[src/rtl/ysyx_24090012_rf_write_arbiter.sv]
// rtl/ysyx_24090012_rf_write_arbiter.sv - EXU/LSU register-file write arbiter with RAW scoreboard
module ysyx_24090012_rf_write_arbiter #(
  parameter int DATA_WIDTH = 32,
  parameter int NREG       = 16,
  parameter int CNT_WIDTH  = 2
) (
  input  logic                  clock,
  input  logic                  reset,
  input  logic                  iss_valid,
  input  logic [3:0]            iss_rd,
  input  logic [3:0]            rs1,
  input  logic [3:0]            rs2,
  output logic                  stall,
  output logic                  sb_overflow,
  input  logic                  exu_valid,
  output logic                  exu_ready,
  input  logic [3:0]            exu_rd,
  input  logic [DATA_WIDTH-1:0] exu_data,
  input  logic                  lsu_valid,
  output logic                  lsu_ready,
  input  logic [3:0]            lsu_rd,
  input  logic [DATA_WIDTH-1:0] lsu_data,
  output logic                  wr_valid,
  input  logic                  wr_ready,
  output logic [3:0]            wr_addr,
  output logic [DATA_WIDTH-1:0] wr_data
);

  localparam int AW = 4;
  localparam logic [CNT_WIDTH-1:0] CNT_MAX = {CNT_WIDTH{1'b1}};

  logic                  wr_valid_q, wr_valid_d;
  logic [AW-1:0]         wr_addr_q, wr_addr_d;
  logic [DATA_WIDTH-1:0] wr_data_q, wr_data_d;
  logic                  ptr_q, ptr_d;
  logic                  ovf_q, ovf_d;
  logic [CNT_WIDTH-1:0]  cnt_q [NREG];
  logic [CNT_WIDTH-1:0]  cnt_d [NREG];

  logic slot_free, grant_exu, grant_lsu, retire;

  // ptr_q = 0 favours EXU on a tie, 1 favours LSU
  always_comb begin
    slot_free  = !wr_valid_q || wr_ready;
    grant_exu  = slot_free && exu_valid && (!lsu_valid || !ptr_q);
    grant_lsu  = slot_free && lsu_valid && (!exu_valid || ptr_q);
    retire     = wr_valid_q && wr_ready;
    wr_valid_d = wr_valid_q;
    wr_addr_d  = wr_addr_q;
    wr_data_d  = wr_data_q;
    ptr_d      = (slot_free && exu_valid && lsu_valid) ? !ptr_q : ptr_q;
    if (slot_free) begin
      wr_valid_d = 1'b0;
      if (grant_exu && exu_rd != '0) begin
        wr_valid_d = 1'b1;
        wr_addr_d  = exu_rd;
        wr_data_d  = exu_data;
      end else if (grant_lsu && lsu_rd != '0) begin
        wr_valid_d = 1'b1;
        wr_addr_d  = lsu_rd;
        wr_data_d  = lsu_data;
      end
    end
  end

  // An issue and a retire to the same register in one cycle cancel out
  always_comb begin
    ovf_d    = ovf_q;
    cnt_d[0] = '0;
    for (int r = 1; r < NREG; r++) begin
      cnt_d[r] = cnt_q[r];
      if (iss_valid && iss_rd == AW'(r) && !(retire && wr_addr_q == AW'(r))) begin
        if (cnt_q[r] == CNT_MAX) ovf_d = 1'b1;
        else                     cnt_d[r] = cnt_q[r] + CNT_WIDTH'(1);
      end else if (retire && wr_addr_q == AW'(r) && !(iss_valid && iss_rd == AW'(r))) begin
        if (cnt_q[r] != '0) cnt_d[r] = cnt_q[r] - CNT_WIDTH'(1);
      end
    end
  end

  always_ff @(posedge clock or negedge reset) begin
    if (!reset) begin
      wr_valid_q <= 1'b0;
      wr_addr_q  <= '0;
      wr_data_q  <= '0;
      ptr_q      <= 1'b0;
      ovf_q      <= 1'b0;
      for (int r = 0; r < NREG; r++) cnt_q[r] <= '0;
    end else begin
      wr_valid_q <= wr_valid_d;
      wr_addr_q  <= wr_addr_d;
      wr_data_q  <= wr_data_d;
      ptr_q      <= ptr_d;
      ovf_q      <= ovf_d;
      for (int r = 0; r < NREG; r++) cnt_q[r] <= cnt_d[r];
    end
  end

  assign stall       = (rs1 != '0 && cnt_q[rs1] != '0) || (rs2 != '0 && cnt_q[rs2] != '0);
  assign sb_overflow = ovf_q;
  assign exu_ready   = grant_exu;
  assign lsu_ready   = grant_lsu;
  assign wr_valid    = wr_valid_q;
  assign wr_addr     = wr_addr_q;
  assign wr_data     = wr_data_q;

endmodule
[config.mk]
export PLATFORM = sky130hd
export DESIGN_NAME = ysyx_24090012_rf_write_arbiter
export DESIGN_NICKNAME = d
export VERILOG_FILES = /design/src/rtl/ysyx_24090012_rf_write_arbiter.sv
export SDC_FILE = /design/constraint.sdc
export NUM_CORES = 1
export LEC_CHECK = 0
export BUFFER_PORTS_ARGS = -buffer_cell sky130_fd_sc_hd__buf_4
export CELL_PAD_IN_SITES_DETAIL_PLACEMENT = 0
export CELL_PAD_IN_SITES_GLOBAL_PLACEMENT = 2
export CORE_UTILIZATION = 31
export DETAILED_ROUTE_END_ITERATION = 6
export PLACE_DENSITY = 0.91
export SETUP_SLACK_MARGIN = 0.4
export SYNTH_ARGS = -nofsm -noshare
export SYNTH_HDL_FRONTEND = slang
export SYNTH_SLANG_ARGS = --single-unit
[constraint.sdc]
create_clock -name clock -period 2.1 [get_ports clock]
set_input_delay 0.42 -clock clock [delete_from_list [all_inputs] [get_ports clock]]
set_output_delay 0.42 -clock clock [all_outputs]
set_load 0.005 [all_outputs]
Word level (Yosys, flattened, before mapping)
Index checks and enable logic that the tools add are counted.
{"block": "totals", "ff_bits": 69, "in_bits": 90, "word_cells": 392}
{"block": "classes", "addsub": 30, "n_lt_le_gt_ge": 2, "n_eq_ne": 60, "muxes": 102, "bitwise_logic": 2, "reduce_logical": 176}
{"cell": "2-bit two-way mux", "count": 64}
{"cell": "2-bit nonzero test", "count": 48}
{"cell": "1-bit logical AND", "count": 70}
{"cell": "4-bit == test, second input constant", "count": 16}
{"cell": "32-bit two-way mux", "count": 2}
{"cell": "3-bit AND reduction", "count": 15}
{"cell": "1-bit logical NOT", "count": 34}
{"cell": "4-bit by 3-bit == test with 1-bit output, second input constant", "count": 8}
{"cell": "1-bit two-way mux", "count": 32}
{"cell": "2-bit by 1-bit adder with 2-bit output, second input constant", "count": 15}
{"cell": "2-bit == test, second input constant", "count": 15}
{"cell": "2-bit inequality test, second input constant", "count": 15}
{"cell": "2-bit by 1-bit subtractor with 2-bit output, second input constant", "count": 15}
{"cell": "2-bit binary-select mux with 4-bit select", "count": 2}
{"cell": "4-bit by 2-bit == test with 1-bit output, second input constant", "count": 4}
{"cell": "4-bit nonzero test", "count": 4}
{"cell": "5-bit >= comparator, second input constant", "count": 2}
{"cell": "4-bit NOT with 5-bit output", "count": 2}
{"cell": "4-bit by 1-bit == test with 1-bit output, second input constant", "count": 2}
{"cell": "4-bit two-way mux", "count": 2}
{"cell": "1-bit logical OR", "count": 4}
{"cell": "2-bit AND reduction", "count": 1}

Longest topological paths before layout
Gate-level depths: netlist of run 1.
{"block": "depth", "word_depth": 33, "depth_mapped": 7, "mapped_depth_nobuf": 7}

Worst setup path before layout of run 1
Ideal clock, no wire load.
{"block": "synth_path", "kind": "register to register", "from": "register wr_addr_q[1], in the netlist wr_addr[1]", "to": "register ovf_q, in the netlist sb_overflow", "arrival_time_ps": 1754, "path_slack_ps": 208, "stages_incl_launch_ff": 8, "path_buffers": 0, "period_less_slack_ps": 1892, "cell_sequence": "dfrtp_1 inv_1 nor3_1 nand3_1 ha_1 nand3_1 nand4_1 or4_1"}
{"block": "synth_between", "elab_chain_len": 33, "word_cells_on_any_way": 89}
{"item": "start, declared", "line_no": "33", "text": "logic [AW-1:0] wr_addr_q, wr_addr_d;"}
{"item": "start signal, assigned", "line_no": "91", "text": "wr_addr_q <= wr_addr_d;"}
{"item": "4-bit by 1-bit == test with 1-bit output", "line_no": "72", "text": "if (iss_valid && iss_rd == AW'(r) && !(retire && wr_addr_q == AW'(r))) begin"}
{"item": "1-bit logical AND", "line_no": "72"}
{"item": "1-bit logical NOT", "line_no": "72"}
{"item": "1-bit logical AND", "line_no": "72"}
{"item": "1-bit two-way mux", "line_no": "72"}
{"item": "1-bit two-way mux", "line_no": "73", "text": "if (cnt_q[r] == CNT_MAX) ovf_d = 1'b1;"}
{"item": "1-bit two-way mux", "line_no": "72"}
{"item": "1-bit two-way mux", "line_no": "73"}
{"item": "[18 not listed]"}
{"item": "1-bit two-way mux", "line_no": "72"}
{"item": "1-bit two-way mux", "line_no": "73"}
{"item": "1-bit two-way mux", "line_no": "72"}
{"item": "1-bit two-way mux", "line_no": "73"}
{"item": "1-bit two-way mux", "line_no": "72"}
{"item": "1-bit two-way mux", "line_no": "73"}
{"item": "1-bit two-way mux *", "line_no": "72"}
{"item": "net ovf_d", "line_no": "36", "text": "logic ovf_q, ovf_d;"}
{"item": "end signal, assigned", "line_no": "94", "text": "ovf_q <= ovf_d;"}
{"item": "end, declared", "line_no": "36"}
Mark *: on every way through the listed nets, which the timed path passes. The rest lies on a longest branch.
A chain may end at the register's enable or synchronous reset.

Worst setup path after layout of run 1
{"block": "layout_path", "from": "register cnt_q[21] (netlist name)", "to": "output stall"}
{"block": "layout_between", "elab_chain_len": 6, "word_cells_on_any_way": 11}
{"item": "start, declared", "line_no": "37", "text": "logic [CNT_WIDTH-1:0] cnt_q [NREG];"}
{"item": "2-bit binary-select mux with 4-bit select", "line_no": "99", "text": "assign stall = (rs1 != '0 && cnt_q[rs1] != '0) || (rs2 != '0 && cnt_q[rs2] != '0);"}
{"item": "2-bit two-way mux (not written as such) (2 in a row)", "line_no": "99"}
{"item": "2-bit nonzero test", "line_no": "99"}
{"item": "1-bit logical AND", "line_no": "99"}
{"item": "1-bit logical OR *", "line_no": "99"}
{"item": "end, declared", "line_no": "13", "text": "output logic stall,"}
Mark *: on every way between the ends. The rest lies on a longest branch, timed or not. The select of a mux whose other input is x is not followed.

==> results of run 1 <==
area by class of cell:
cell class                      instances  area, µm²
Fill cell                            1210       6610
Multi-Input combinational cell        351       2980
Sequential cell                        69       1730
Timing Repair Buffer                  184       1500
Clock buffer                           12        256
Tap cell                              176        220
Clock inverter                          4       70.1
Inverter                                6       27.5
power by group:
| part | switching, W | internal, W |
|---|---|---|
| combinational | 0.00114 | 0.00137 |
| clock | 0.000575 | 0.00110 |
| sequential | 0.000432 | 0.00169 |
| total | 0.00215 | 0.00416 |
cell usage in the layout (no fill, tap or decap), types with 3 or more instances in the layout:
| cell | count |
|---|---|
| mux4_2 | 6 |
| nand2b_1 | 6 |
| o31ai_1 | 5 |
| nor3_1 | 3 |
| buf_6 | 9 |
| nor2_1 | 27 |
| a21oi_2 | 33 |
| o21ai_1 | 8 |
| mux2_4 | 3 |
| nor2_4 | 25 |
| nand3_2 | 6 |
| buf_12 | 7 |
| a21oi_1 | 7 |
| dfrtp_1 | 63 |
| ha_2 | 3 |
| buf_4 | 168 |
| nand3_4 | 4 |
| nand2_1 | 33 |
| a21boi_0 | 3 |
| mux2i_1 | 39 |
| nor2_2 | 25 |
| nand2_2 | 7 |
| o21ai_0 | 25 |
| nor2b_1 | 9 |
| maj3_2 | 3 |
| a31oi_2 | 3 |
| o21bai_1 | 7 |
| nor2b_4 | 5 |
| ha_4 | 12 |
| dfrtp_2 | 6 |
| nand4_1 | 3 |
| inv_1 | 3 |
| clkbuf_16 | 9 |
| nand3_1 | 13 |
state kept, by name, indices dropped and copies added, names as in the netlist:
name	count
cnt_q	30
ptr_q	1
sb_overflow	1
wr_addr	4
wr_data	32
wr_valid	1
cells by family after synthesis:
group	share of synthesized area
and+or+nand+nor	0.212
AOI/OAI and AO/OA	0.168
DFF	0.400
muxes	0.129
buffers and inverters	0.0385
adders and majority gates	0.0504
xor gates and xnor gates	0.00203
through the flow:
step / std cells / TNS (ns) / setup WS, ns / hold WS (ns) / util
floorplan: 438 / 0 / 0.325 / 0.124 / -
global route: 802 / -0.283 / -0.283 / 0.0638 / 0.507
global placement: 763 / 0 / 0.00306 / 0.401 / 0.432
detailed placement: 763 / -0.0251 / -0.0251 / 0.406 / 0.432
finish: 802 / -0.207 / -0.207 / 0.0337 / 0.507
CTS: 793 / -0.225 / -0.225 / 0.0465 / 0.479
synthesized netlist by cell type, types with 7 or more instances:
cell type and count:
a21oi_1 7, a21oi_2 33, buf_6 8, dfrtp_1 69, ha_1 15, mux2i_1 39, nand2_1 42, nand2b_1 7
nand3_1 23, nor2_1 43, nor2_2 34, nor2b_1 14, o21ai_0 31, o21bai_1 7
per-layer routing:
metal  share of wire  vias to the layer above
met2            0.47                      133
li1                -                     1926
met3           0.079                       18
met4           0.024                        0
met5               0                        -
met1            0.42                     1817
worst paths after layout:
path | startpoint | end | slack (ns) | cells after the start
max in group asynchronous | reset | wr_addr[3] | 1.48 | 2
max reg2reg | wr_addr[2] | sb_overflow | 0.16 | 6
max | cnt_q[21] | stall | -0.21 | 6
min in group clock | exu_data[0] | wr_data[0] | 0.36 | 3
min reg2reg | ptr_q | ptr_q | 0.49 | 1
min | reset | cnt_q[21] | 0.03 | 1
repair_timing:
item                                    in CTS  in global routing
hold buffers                                 0                  0
pin swaps                                   12                 40
buffers inserted                            14                  9
endpoints found under the setup margin       9                 13
resized for setup                           55                 62
==> flow_summary.yaml, run 1 <==
route:
  drtPass1Iterations: 4
  drc: 0
  wl_per_cell_um: 14.8
  ant_nets: 0
  vias: 3894
  viasPerCell: 4.86
  routed_wl_um: 11900
  first_iter_violations: 154
synthesis:
  yosysWarnings: 0
  netlist_instances: 438
  yosysTopAreaCell: "dfrtp_1"
  synth_area_leaders: "dfrtp_1 40%, mux2i_1 9.0%, a21oi_2 6.7%, nor2_2 4.9%, ha_1 4.3%"
  synth.avg_cell_area_um2: 9.86
  ys_types: 44
  syn-num-nets: 543
  ys_ff_latch: 69
  synthesis.area_um2: 4320
  synthFlopType: "dfrtp_1"
  ys_async_sr_fraction: 1.00
  synth_edf_count: 0
  synth.top_cell.area_share: 0.400
  seq_area_frac_synth: 0.400
global_route:
  grt_pass1_vias: 4017
  met1_usage: 0.210
  use_met2: 0.289
  gr-usage-met3: 0.0547
  grt_busiest_layer: "met2"
  antenna_found_initial: 0
  grt-ovfl-total: 0
  grt_pass1_wl_um: 19600
  grt_start_max_net_pins: 40
  track_usage: 0.176
floorplanning:
  fp.dieH_um: 120
  ios: 131
  dieWidth_um: 120
  die_area_um2: 14400
  coreArea_um2: 13400
  rows: 42
  initial_core_util: 0.322
critical_path:
  worstSetupPathType: "reg -> out"
  max_stage_delay_ns: 0.52
  crit_buf_inv: 1
  endpoint_kind: "output pin"
  critPathSlowestCell: "or4b_1"
  crit_top_cell: "o21ai_1"
  cp.required_ns: 1.68
  cp-start-kind: "register"
  arrival_ns: 1.89
  crit_chain: "o21ai_1 -> o21ai_1 -> a211oi_2 -> a211oi_1 -> or4b_1 -> buf_4"
  worst-path-max-fanout: 4
  cp_top_family: "simple AND/OR/NAND/NOR gates"
clock_tree:
  cts_inserted_buffers: 9
  clock-sinks: 69
  clk_pin_slew_ns: 0.05
  root_buffer: "clkbuf_16"
  htreeDepth: 3
  cts_tree: "built"
  clockBufferDepth: 2
  clk_latency_ns: 0.34
hold_path:
  hp-class: "in -> async"
pwr:
  p_total_w: 0.00631
  peakVddDrop_v: 0.000494
  p_per_area_nw_per_um2: 929
  leakage_nw: 3.08
timing:
  rsz0062_at_grt: "true"
  min_period_over_period: 1.10
  slew_viol_final: 0
  fmaxAchievable_mhz: 433
  final.min_clock_period_ns: 2.31
  setup_slack_ns: -0.207
  skew_ns: 0.00523
  worst-slew-pin-transition_ns: 0.528
  hold_viol: 0
  setup_violations: 1
  relSlewSlack: 0.645
job:
  drv_cap: 0
final_layout:
  antenna_cells: 0
  finalInstanceArea_um2: 6790
  area_growth_pct: 57.2
  final_layout_size_suffix_gt1_frac: 0.569
  nets: 726
placed_design:
  place_congestion: 0.904
  hpwl_um: 9110
  place_area_um2: 5790
  portBuffers: 130
run_status:
  status: "finished, violations left"
  violations: "setup timing"
Note: power is estimated with default switching activity, not from simulation.
==> run 2: changes to the inputs <==
Settings changed: CELL_PAD_IN_SITES_DETAIL_PLACEMENT 0 to 1, CELL_PAD_IN_SITES_GLOBAL_PLACEMENT 2 to 1, CORE_UTILIZATION 31 to 35, CTS_BUF_LIST from default to sky130_fd_sc_hd__clkbuf_4, PLACE_DENSITY 0.91 to 0.83.
==> run 2 against run 1 <==
Compared with the run above:
- the flow still finishes with violations (setup timing)
- largest cell class unchanged
- total power increased by 3.9%
- combinational power rose by 35%
- non-clock buffer count increased by 4
- clock power decreased by 39%
==> flow_summary.yaml, run 2 (same netlist as run 1, synthesis figures left out) <==
final_layout:
  final_util: 0.589
  largest_reg_flops: 32
  antenna_cells: 0
  nets: 730
  final_cell_mix: "156 x buf_4, 61 x dfrtp_1, 35 x nand2_1"
  register_area_um2: 1740
  final_layout_size_suffix_gt1_frac: 0.606
  multiInputGateArea_um2: 3230
  num-fill-cells: 1264
  area_growth_pct: 63.8
  stdcell_count: 777
  layout_commonest_cell: "buf_4"
critical_path:
  worstSetupPathType: "reg -> out"
  worst-path-max-fanout: 2
  cp-start-kind: "register"
  endpoint_kind: "output pin"
  cp.required_ns: 1.68
  arrival_ns: 2.03
  r2r_slack_ns: -0.03
timing:
  fin_tns_setup_ns: -0.382
  slew_viol_final: 0
  worst-slew-pin-transition_ns: 0.537
  min_period_over_period: 1.17
  rsz0062_at_grt: "true"
  setup_slack_ns: -0.354
  setup_violations: 2
  relSlewSlack: 0.639
  skew_ns: 0.0265
  final.min_clock_period_ns: 2.45
  fmaxAchievable_mhz: 408
  fin_hold_ws_ns: 0.260
  hold_viol: 0
global_route:
  antenna_found_initial: 0
  grt_pass1_vias: 4406
  grt-ovfl-total: 0
  grt_pass1_wl_um: 23100
  grt_start_max_net_pins: 40
  track_usage: 0.237
placed_design:
  portBuffers: 130
  placedCellCount: 721
  place_congestion: 0.859
  dp_slack_ns: -0.104
  hpwl_um: 10000
route:
  viasPerCell: 5.47
  vias: 4253
  ant_nets: 0
  first_iter_violations: 131
  routed_wl_um: 16900
  wl_per_cell_um: 21.8
  drtPass1Iterations: 4
  drc: 0
run_status:
  violations: "setup timing"
  status: "finished, violations left"
pwr:
  internal-power_w: 0.00403
  p_per_area_nw_per_um2: 927
  seqPwrFrac: 0.326
  peakVddDrop_v: 0.000498
  p_switching_w: 0.00253
  power_frac_comb: 0.518
  p_sw_frac: 0.385
  clockPowerShare: 0.156
  leakage_nw: 3.04
job:
  drv_cap: 0
floorplanning:
  die_area_um2: 12800
  dieWidth_um: 113
  ios: 131
  initial_core_util: 0.360
  coreArea_um2: 12000
  rows: 40
  fp.dieH_um: 113
clock_tree:
  cts_tree: "built"
  cts_inserted_buffers: 9
  clk_pin_slew_ns: 0.14
  root_buffer: "clkbuf_4"
  htreeDepth: 3
  clockBufferDepth: 2
  clk_latency_ns: 0.43
  clock-sinks: 69
hold_path:
  hp-class: "in -> reg"
==> run 2: per-layer routing <==
| metal | wire length (µm) | GRT usage |
|---|---|---|
| met5 | 0 | 0 |
| met4 | 412 | 0.0754 |
| met3 | 1070 | 0.0514 |
| met2 | 9350 | 0.453 |
| met1 | 6110 | 0.259 |
==> run 2: final timing paths <==
| kind | start | end | depth (start not counted) |
|---|---|---|---|
| setup / recovery | cnt_q[4] | stall | 6 |
| hold / removal | exu_data[14] | wr_data[14] | 3 |
| setup reg to reg | wr_valid | sb_overflow | 7 |
| hold reg to reg | cnt_q[6] | cnt_q[6] | 1 |
| max in group asynchronous | reset | wr_addr[2] | 3 |
| min in group asynchronous | reset | cnt_q[21] | 2 |
==> run 2: layout make-up <==
cell class                 instances  share of cell area
multi-input combinational        351               0.457
sequential                        69               0.245
clock inverter                     7              0.0126
clock buffer                       9             0.00955
tap                              147              0.0260
inverter                           6             0.00389
timing repair buffer             188               0.246
==> run 2: what timing repair did <==
action                     CTS  global route
buffers inserted            29             5
hold endpoints to repair    30             0
setup endpoints to repair   32            50
cloned                       5             0
gates resized for setup     80            95
pin swaps                   14            24
hold buffers                 1             0
==> run 2: through the flow <==
stage	cell area, µm²	power (W)
floorplan	4450	0.00330
global placement	5660	0.00416
detailed placement	5660	0.00426
CTS	6520	0.00596
global route	7080	0.00685
finish	7080	0.00656
==> run 2: power by group through the flow <==
stage               registers, W  logic [W]  clock network (W)
detailed placement       0.00208    0.00218                  0
floorplan                0.00206    0.00123                  0
finish                   0.00214    0.00340            0.00102
global route             0.00217    0.00359            0.00109
CTS                      0.00206    0.00288            0.00102
global placement         0.00206    0.00210                  0
==> run 2: worst max-delay path: stages (launching register included) <==
cell	delay [ns]
dfrtp_1	0.45
nor2_2	0.20
mux4_2	0.27
nor2_1	0.04
nor2_1	0.06
or4b_1	0.43
buf_4	0.15
==> run 3: changes to the inputs <==
Clock period 2.1 ns to 3 ns, I/O delays scaled along.
==> run 3 against run 2 <==
Compared with the run above:
- the flow now finishes without violations
- combinational power down 58%
- clock skew down 0.0090 ns
- total power decreased by 46%
- via count shrank 8.8%
- clock power is 31% lower
- register-to-register slack better by 0.84 ns
- routed wire length fell by 28%
- sequential power decreased by 33%
- first-iteration DRC count increased by 2.3%
- non-clock buffer count is 44 lower
- critical endpoint unchanged
- largest cell class unchanged
==> flow_summary.yaml, run 3 (same netlist as run 1, synthesis figures left out) <==
pwr:
  clockPowerShare: 0.199
  p_switching_w: 0.00128
  p_sw_frac: 0.362
  peakVddDrop_v: 0.000332
  internal-power_w: 0.00227
  leakage_nw: 2.69
  power_frac_comb: 0.399
  p_per_area_nw_per_um2: 616
  seqPwrFrac: 0.402
clock_tree:
  clk_pin_slew_ns: 0.13
  htreeDepth: 3
  cts_inserted_buffers: 9
  clk_latency_ns: 0.42
  clockBufferDepth: 2
  root_buffer: "clkbuf_4"
  cts_tree: "built"
  clock-sinks: 69
route:
  vias: 3878
  drc: 0
  ant_nets: 0
  first_iter_violations: 134
  drtPass1Iterations: 4
  routed_wl_um: 12200
  viasPerCell: 5.29
  wl_per_cell_um: 16.7
critical_path:
  endpoint_kind: "output pin"
  worstSetupPathType: "reg -> out"
  arrival_ns: 2.04
  crit_top_cell: "a211oi_2"
  crit_buf_inv: 1
  crit_chain: "nor2_4 -> nor3b_2 -> a211oi_2 -> a211oi_2 -> or4b_1 -> buf_6"
  cp_top_family: "simple AND/OR/NAND/NOR gates"
  max_stage_delay_ns: 0.53
  worst-path-max-fanout: 6
  cp.required_ns: 2.40
  cp-start-kind: "register"
  critPathSlowestCell: "or4b_1"
floorplanning:
  ios: 131
  dieWidth_um: 113
  die_area_um2: 12800
  coreArea_um2: 12000
  fp.dieH_um: 113
  rows: 40
  initial_core_util: 0.360
global_route:
  grt-ovfl-total: 0
  grt_pass1_vias: 4232
  met1_usage: 0.233
  grt_start_max_net_pins: 70
  grt_pass1_wl_um: 20100
  use_met2: 0.341
  track_usage: 0.200
  gr-usage-met3: 0.0541
  grt_busiest_layer: "met2"
  antenna_found_initial: 0
final_layout:
  area_growth_pct: 33.5
  final_cell_mix: "138 x buf_4, 59 x dfrtp_1, 42 x nand2_1"
  finalInstanceArea_um2: 5770
  final_layout_size_suffix_gt1_frac: 0.464
  largest_reg_flops: 32
  antenna_cells: 0
  final_util: 0.480
  layout_commonest_cell: "buf_4"
  nets: 686
placed_design:
  portBuffers: 130
  place_congestion: 0.839
  hpwl_um: 9290
  place_area_um2: 5400
timing:
  fin_hold_ws_ns: 0.287
  skew_ns: 0.0175
  rsz0062_at_grt: "true"
  hold_viol: 0
  slew_viol_final: 0
  min_period_over_period: 0.881
  final.min_clock_period_ns: 2.64
  fin_tns_setup_ns: 0
  relSlewSlack: 0.394
  worst-slew-pin-transition_ns: 0.909
  fmaxAchievable_mhz: 379
  setup_violations: 0
job:
  drv_cap: 0
run_status:
  status: "completed"
hold_path:
  hp-class: "in -> async"
## run 3: cell count changes in the layout (fill, tap and decap cells not counted), moves of 12 or more
| cell | previous run | this run |
|---|---|---|
| mux2i_1 | 10 | 39 |
| mux2i_4 | 19 | 0 |
| buf_4 | 156 | 138 |
| ha_1 | 2 | 15 |
| buf_6 | 15 | 3 |
| ha_4 | 12 | 0 |
| nor2_4 | 21 | 9 |
## run 3: worst reg2reg max path, stage by stage (launching register included)
cell     delay (ns)
dfrtp_1        0.47
inv_1          0.08
nor3_1         0.41
nand3_1        0.14
ha_1           0.25
nand3_1        0.10
nand4_1        0.11
or4_1          0.52
## run 3: layout make-up
cell class | count | area (µm²)
fill | 1408 | 6240
multi-input combinational | 351 | 2530
sequential | 69 | 1740
timing repair buffer | 144 | 1130
tap | 147 | 184
clock inverter | 6 | 87.6
clock buffer | 10 | 75.1
inverter | 6 | 22.5
## run 3: what timing repair did
item	4_1_cts	5_1_grt
setup buffers	10	1
hold buffers	0	0
gates resized for setup	18	23
setup endpoints to repair	1	1
pin swaps	3	7
## run 3: power groups by stage
stage | registers, W | logic (W) | clock network (W)
6_report | 0.00143 | 0.00142 | 0.000706
5_1_grt | 0.00147 | 0.00155 | 0.000770
4_1_cts | 0.00143 | 0.00143 | 0.000723
3_5_place_dp | 0.00144 | 0.00140 | 0
3_3_place_gp | 0.00142 | 0.00134 | 0
2_1_floorplan | 0.00141 | 0.000787 | 0
## run 3: per-layer routing
metal / part of all wire / up-vias
li1: - / 1848
met1: 0.41 / 1871
met2: 0.49 / 131
met3: 0.070 / 28
met4: 0.028 / 0
met5: 0 / -
## run 3: final timing paths
kind | start | to | slack, ns | depth (start not counted)
worst max-delay path | cnt_q[23] | stall | 0.36 | 6
worst max register to register | wr_addr[1] | sb_overflow | 0.81 | 7
min in group clock | exu_data[15] | wr_data[15] | 0.47 | 3
max in group asynchronous | reset | cnt_q[11] | 2.05 | 1
worst min-delay path | reset | cnt_q[25] | 0.29 | 1
worst min register to register | ptr_q | ptr_q | 0.52 | 1
## run 3: per-stage QoR
step	worst slack, ns	cells	power (W)
global route	0.264	733	0.00378
detailed placement	0.534	706	0.00284
global placement	0.545	706	0.00276
floorplan	0.863	438	0.00220
CTS	0.342	732	0.00358
finish	0.358	733	0.00355
